## src/rtl/adder_check_pkg.sv

```systemverilog
// Shared FSM state type, 32-bit counter width and saturating increment for the adder result checker.
package adder_check_pkg;

  localparam int CNT_W = 32;
  localparam logic [CNT_W-1:0] CNT_MAX = '1;
  localparam logic [CNT_W-1:0] CNT_ONE = 32'd1;

  typedef enum logic [1:0] {
    ST_IDLE  = 2'd0,
    ST_RUN   = 2'd1,
    ST_DRAIN = 2'd2,
    ST_DONE  = 2'd3
  } state_t;

  function automatic logic [CNT_W-1:0] sat_inc(input logic [CNT_W-1:0] v);
    return (v == CNT_MAX) ? v : v + CNT_ONE;
  endfunction

endpackage

```

## src/rtl/adder_cmp_stage.sv

```systemverilog
// Stage-1 capture of one ref/DUV vector and its mismatch decision; 1 edge from load to vld.
// No backpressure: load captures unconditionally, vld drops on the next edge without load.
module adder_cmp_stage
  import adder_check_pkg::*;
#(
  parameter int N    = 64,
  parameter int TYPE = 1
) (
  input  logic         clk,
  input  logic         rst,
  input  logic         load,
  input  logic         cin,
  input  logic [N-1:0] a,
  input  logic [N-1:0] b,
  input  logic [N-1:0] s_ref,
  input  logic [N-1:0] s_duv,
  input  logic         cout_ref,
  input  logic         cout_duv,
  input  logic         prop_ref,
  input  logic         gen_ref,
  input  logic         prop_duv,
  input  logic         gen_duv,
  output logic         vld,
  output logic         mismatch,
  output logic [N-1:0] cap_a,
  output logic [N-1:0] cap_b,
  output logic         cap_cin
);

  localparam bit CHK_PG = (TYPE == 1);

  typedef struct packed {
    logic [N-1:0] a;
    logic [N-1:0] b;
    logic [N-1:0] s_ref;
    logic [N-1:0] s_duv;
    logic         cin;
    logic         cout_ref;
    logic         cout_duv;
    logic         prop_ref;
    logic         gen_ref;
    logic         prop_duv;
    logic         gen_duv;
  } vec_t;

  vec_t vec_d, vec_q;
  logic vld_d, vld_q;

  // Payload holds when not loading so idle cycles do not toggle the wide registers.
  always_comb begin
    vec_d = vec_q;
    vld_d = load;
    if (load) begin
      vec_d.a        = a;
      vec_d.b        = b;
      vec_d.s_ref    = s_ref;
      vec_d.s_duv    = s_duv;
      vec_d.cin      = cin;
      vec_d.cout_ref = cout_ref;
      vec_d.cout_duv = cout_duv;
      vec_d.prop_ref = prop_ref;
      vec_d.gen_ref  = gen_ref;
      vec_d.prop_duv = prop_duv;
      vec_d.gen_duv  = gen_duv;
    end
  end

  always_ff @(posedge clk or posedge rst) begin
    if (rst) begin
      vec_q <= '0;
      vld_q <= 1'b0;
    end else begin
      vec_q <= vec_d;
      vld_q <= vld_d;
    end
  end

  assign vld      = vld_q;
  assign mismatch = vld_q &&
                    ((vec_q.s_ref != vec_q.s_duv) ||
                     (vec_q.cout_ref != vec_q.cout_duv) ||
                     (CHK_PG && ((vec_q.prop_ref != vec_q.prop_duv) ||
                                 (vec_q.gen_ref != vec_q.gen_duv))));
  assign cap_a    = vec_q.a;
  assign cap_b    = vec_q.b;
  assign cap_cin  = vec_q.cin;

endmodule

```

## config.mk

```make
export PLATFORM = sky130hd
export DESIGN_NAME = adder_cmp_stage
export DESIGN_NICKNAME = d
export VERILOG_FILES = /design/src/rtl/adder_check_pkg.sv /design/src/rtl/adder_cmp_stage.sv
export SDC_FILE = /design/constraint.sdc
export NUM_CORES = 1
export LEC_CHECK = 0
export BUFFER_PORTS_ARGS = -buffer_cell sky130_fd_sc_hd__buf_4
export CAP_MARGIN = 20
export CORE_AREA = 2 2 155 157
export DETAILED_ROUTE_END_ITERATION = 7
export DIE_AREA = 0 0 157 159
export PLACE_DENSITY = 0.79
export SYNTH_ARGS = -nofsm -noshare
export SYNTH_HDL_FRONTEND = slang
export SYNTH_SLANG_ARGS = --single-unit
```

## constraint.sdc

```tcl
create_clock -name clk -period 11.9 [get_ports clk]
set_clock_uncertainty 0.2 [all_clocks]
set_input_delay 2.38 -clock clk [delete_from_list [all_inputs] [get_ports clk]]
set_output_delay 2.38 -clock clk [all_outputs]
set_load 0.02 [all_outputs]
```

# Word-level counts from Yosys, hierarchy flattened
# Cells that the tools add are included.
totals:
  inputBits: 266
  out_inout_bits: 131
  wordCells: 20
  reg_bits: 264
classes:
  eq_ne: 4
  reduce_logical: 4
ops:
  columns: ["operator", "n"]
  rows:
  - ["!= test 64 bit", 1]
  - ["logical OR 1 bit", 3]
  - ["!= test 1 bit", 3]
  - ["logical AND 1 bit", 1]

# Depth between registers and ports, before layout
logic_depth:
  ltp_word: 4
  mapped_depth: 5

# Least setup slack after synthesis
# OpenSTA, ideal clock, no wires.
synth_path:
  kind: "register -> output"
  startpoint: "register vec_q[18] in the netlist's numbering"
  endpoint: "output port mismatch"
  arrival_time_ps: 1331
  path_stages_with_launch: 6
  required_ps: 9320
  slack_ps: 7989
  cell_sequence: "dfrtp_1 xnor2_1 nand4_1 nor4_1 nand4_1 o31a_1"
synth_between:
  elab_chain_cells: 4
synth_lines:
  columns: ["item", "line_no", "text"]
  rows:
  - ["from (decl)", "adder_cmp_stage.sv:46", "vec_t vec_d, vec_q;"]
  - ["from (signal assigned)", "adder_cmp_stage.sv:73", "vec_q <= vec_d;"]
  - ["!= test 64 bit", "adder_cmp_stage.sv:80", "((vec_q.s_ref != vec_q.s_duv) ||"]
  - ["logical OR 1 bit", "adder_cmp_stage.sv:80", null]
  - ["logical OR 1 bit", "adder_cmp_stage.sv:81", "(vec_q.cout_ref != vec_q.cout_duv) ||"]
  - ["logical AND 1 bit", "adder_cmp_stage.sv:79", "assign mismatch = vld_q &&"]
  - ["to (decl)", "adder_cmp_stage.sv:24", "output logic mismatch,"]
# Every way passes these cells.

# Final worst setup path
layout_path:
  startpoint: "register vec_q[27] in the netlist's numbering"
  endpoint: "output port mismatch"
# The elaborated chain is that of the path after synthesis.

==> flow_summary.ini <==
[run_status]
status = finished, final reports clean

[global_routing]
antenna_found_initial = 0
grt_pass1_vias = 7470
track_usage_pct = 20.3
grt_max_degree = 134
overflow = 0
grt_pass1_wl_um = 40000

[yosys]
ys_types = 15
synth_area_um2 = 11400
synth_area_leader_cell = dfrtp_1
synth_cells = 775
syn-num-nets = 1041
ys_seq_elements = 264
seq_area_frac_synth_pct = 57.8
avgSynthCellArea_um2 = 14.8
netlist.area_leader.share_pct = 57.8
yosys_warnings = 0
synthTopCellsByArea = dfrtp_1, mux2_2, buf_4

[clock_network]
cts_hold_buffers = 0
clock_latency_ps = 520
cts_inserted_buffers = 28
cts_buffer_depth = 3
clkTransAtPathRegs_ps = 60
post_cts_buffers = 0
cts-root-buf = clkbuf_16
cts.sinks = 264
cts_tree = yes
post_cts_resized = 0
htreeDepth = 1

[die]
pin_count = 397
coreArea_um2 = 23200
initial_core_util_pct = 49.3
die-height_um = 159
fp-row-count = 56
die-area_um2 = 25000
die_width_um = 157

[finish]
final_nets = 1314
areaGrowthSynthToFinish_pct = 28.2
final_area_um2 = 14700
stdcell_count = 1388
fin_util_pct = 63.2
diodes = 0
layout-drive-gt1-share_pct = 60.3

[timing]
drv_slew = 0
max_freq_mhz = 197
relSlewSlack_pct = 33.4
fin_setup_tns_ps = 0
final_hold_viol_count = 0
rsz0062_at_grt = no
period_share_pct = 42.6
worst_slew_pin_slew_ps = 999
setup_viol = 0
finalCriticalPeriod_ps = 5070

[placement]
post-place-cells = 1337
postPlaceCellArea_um2 = 13700
dp_hpwl_um = 18400
io_buffers = 396
gp_congestion = 0.737

[routing]
viasPerCell = 4.87
ant_nets = 0
avgRoutedWirePerCell_um = 18.3
route.detailed.drc = 0
num_vias = 6764
first_iter_violations = 273
drtPass1Iterations = 4
wirelength_um = 25400

[critical_path]
crit_fanout = 2
crit_type = flop to primary output
cp-end-kind = primary output
worstPathArrival_ps = 2490
r2r-start = cap_a[44]
start_kind = flop
crit_start = vec_q[27]
cp.required_ps = 9320

[pwr]
ir_drop_mv = 0.0993
p_per_area_nw_per_um2 = 155
p_leak_nw = 6.76

[flow_run]
cap_viol_max_count = 0

[min_path]
min_from = cap_b[14]
hp-class = flop to flop
## where the power goes
group / internal (mW) / switching, mW
Clock: 0.495 / 0.359
Sequential: 0.988 / 0.0547
Combinational: 0.208 / 0.164
## cells in the final DEF (no fill, tap or decap)
master | Yosys | final
buf_4 | 134 | 399
buf_8 | 0 | 1
clkbuf_1 | 1 | 2
clkbuf_16 | 0 | 28
clkbuf_8 | 0 | 10
clkinv_2 | 0 | 8
clkinv_4 | 0 | 1
clkinv_8 | 0 | 1
dfrtp_1 | 264 | 264
inv_8 | 0 | 2
mux2_1 | 70 | 70
mux2_2 | 193 | 193
nand3_1 | 1 | 1
nand4_1 | 10 | 10
nor3_1 | 1 | 1
nor4_1 | 8 | 8
nor4_2 | 2 | 2
o31a_1 | 1 | 1
xnor2_1 | 32 | 32
xor2_1 | 35 | 35
## metal layers
metal / vias up / global-route usage (%) / wire [µm] / share of wire [%]
met5: - / 0 / 0 / 0
met4: 0 / 5.25 / 522 / 2.1
met3: 39 / 5.44 / 2180 / 8.6
met2: 282 / 37.1 / 13200 / 52
met1: 3349 / 23.2 / 9550 / 38
li1: 3094 / - / - / -
## cell type report
type | instances | area (µm²)
Fill cell | 1743 | 8540
Timing Repair Buffer | 400 | 3010
Inverter | 1 | 11.3
Clock buffer | 40 | 846
Clock inverter | 11 | 76.3
Sequential cell | 264 | 6610
Multi-Input combinational cell | 353 | 3700
Tap cell | 319 | 399
## logic make-up after synthesis
kind of cell / after synthesis / share of synthesized area, %
DFF: 264 / 57.8
muxes: 263 / 25.9
buffers and inverters: 158 / 9.83
xor gates and xnor gates: 67 / 5.13
and+or+nand+nor: 22 / 1.29
AOI/OAI and AO/OA: 1 / 0.0766
## synth_stat cells
cell type and count:
nand4_1 10, clkbuf_1 1, mux2_1 70, nor4_1 8
mux2_2 193, buf_2 22, nor3_1 1, inv_1 1
nand3_1 1, xnor2_1 32, nor4_2 2, o31a_1 1
dfrtp_1 264, xor2_1 35, buf_4 134
## metrics by stage
stage / power, mW / hold WS [ps] / setup slack (ps)
after global routing: 2.37 / 304 / 6620
after CTS: 2.30 / 290 / 6680
after detailed placement: 1.44 / 276 / 7030
after floorplan: 1.32 / 259 / 2050
final: 2.27 / 285 / 6830
after global placement: 1.42 / 268 / 7060
## path summary, 6_finish.rpt
path                              end  slack (ps)  depth (start not counted)
hold / removal              cap_b[14]         280                          1
setup reg to reg            cap_a[44]       10890                          1
max in group asynchronous  vec_q[111]        8180                          3
setup / recovery             mismatch        6830                          6
min in group asynchronous   cap_b[39]        1840                          2
hold reg to reg             cap_b[14]         280                          1
## critical path: stages, from the launching register on
cell and delay, ps:
dfrtp_1 380, xnor2_1 170, nand4_1 150, nor4_1 610, nand4_1 180, o31a_1 300, buf_4 160
## flip-flops by register name (all words and copies together), names as in the netlist
name     flops
vec_q      134
cap_a       64
cap_b       64
cap_cin      1
vld          1
(Power assumes the default switching activity.)
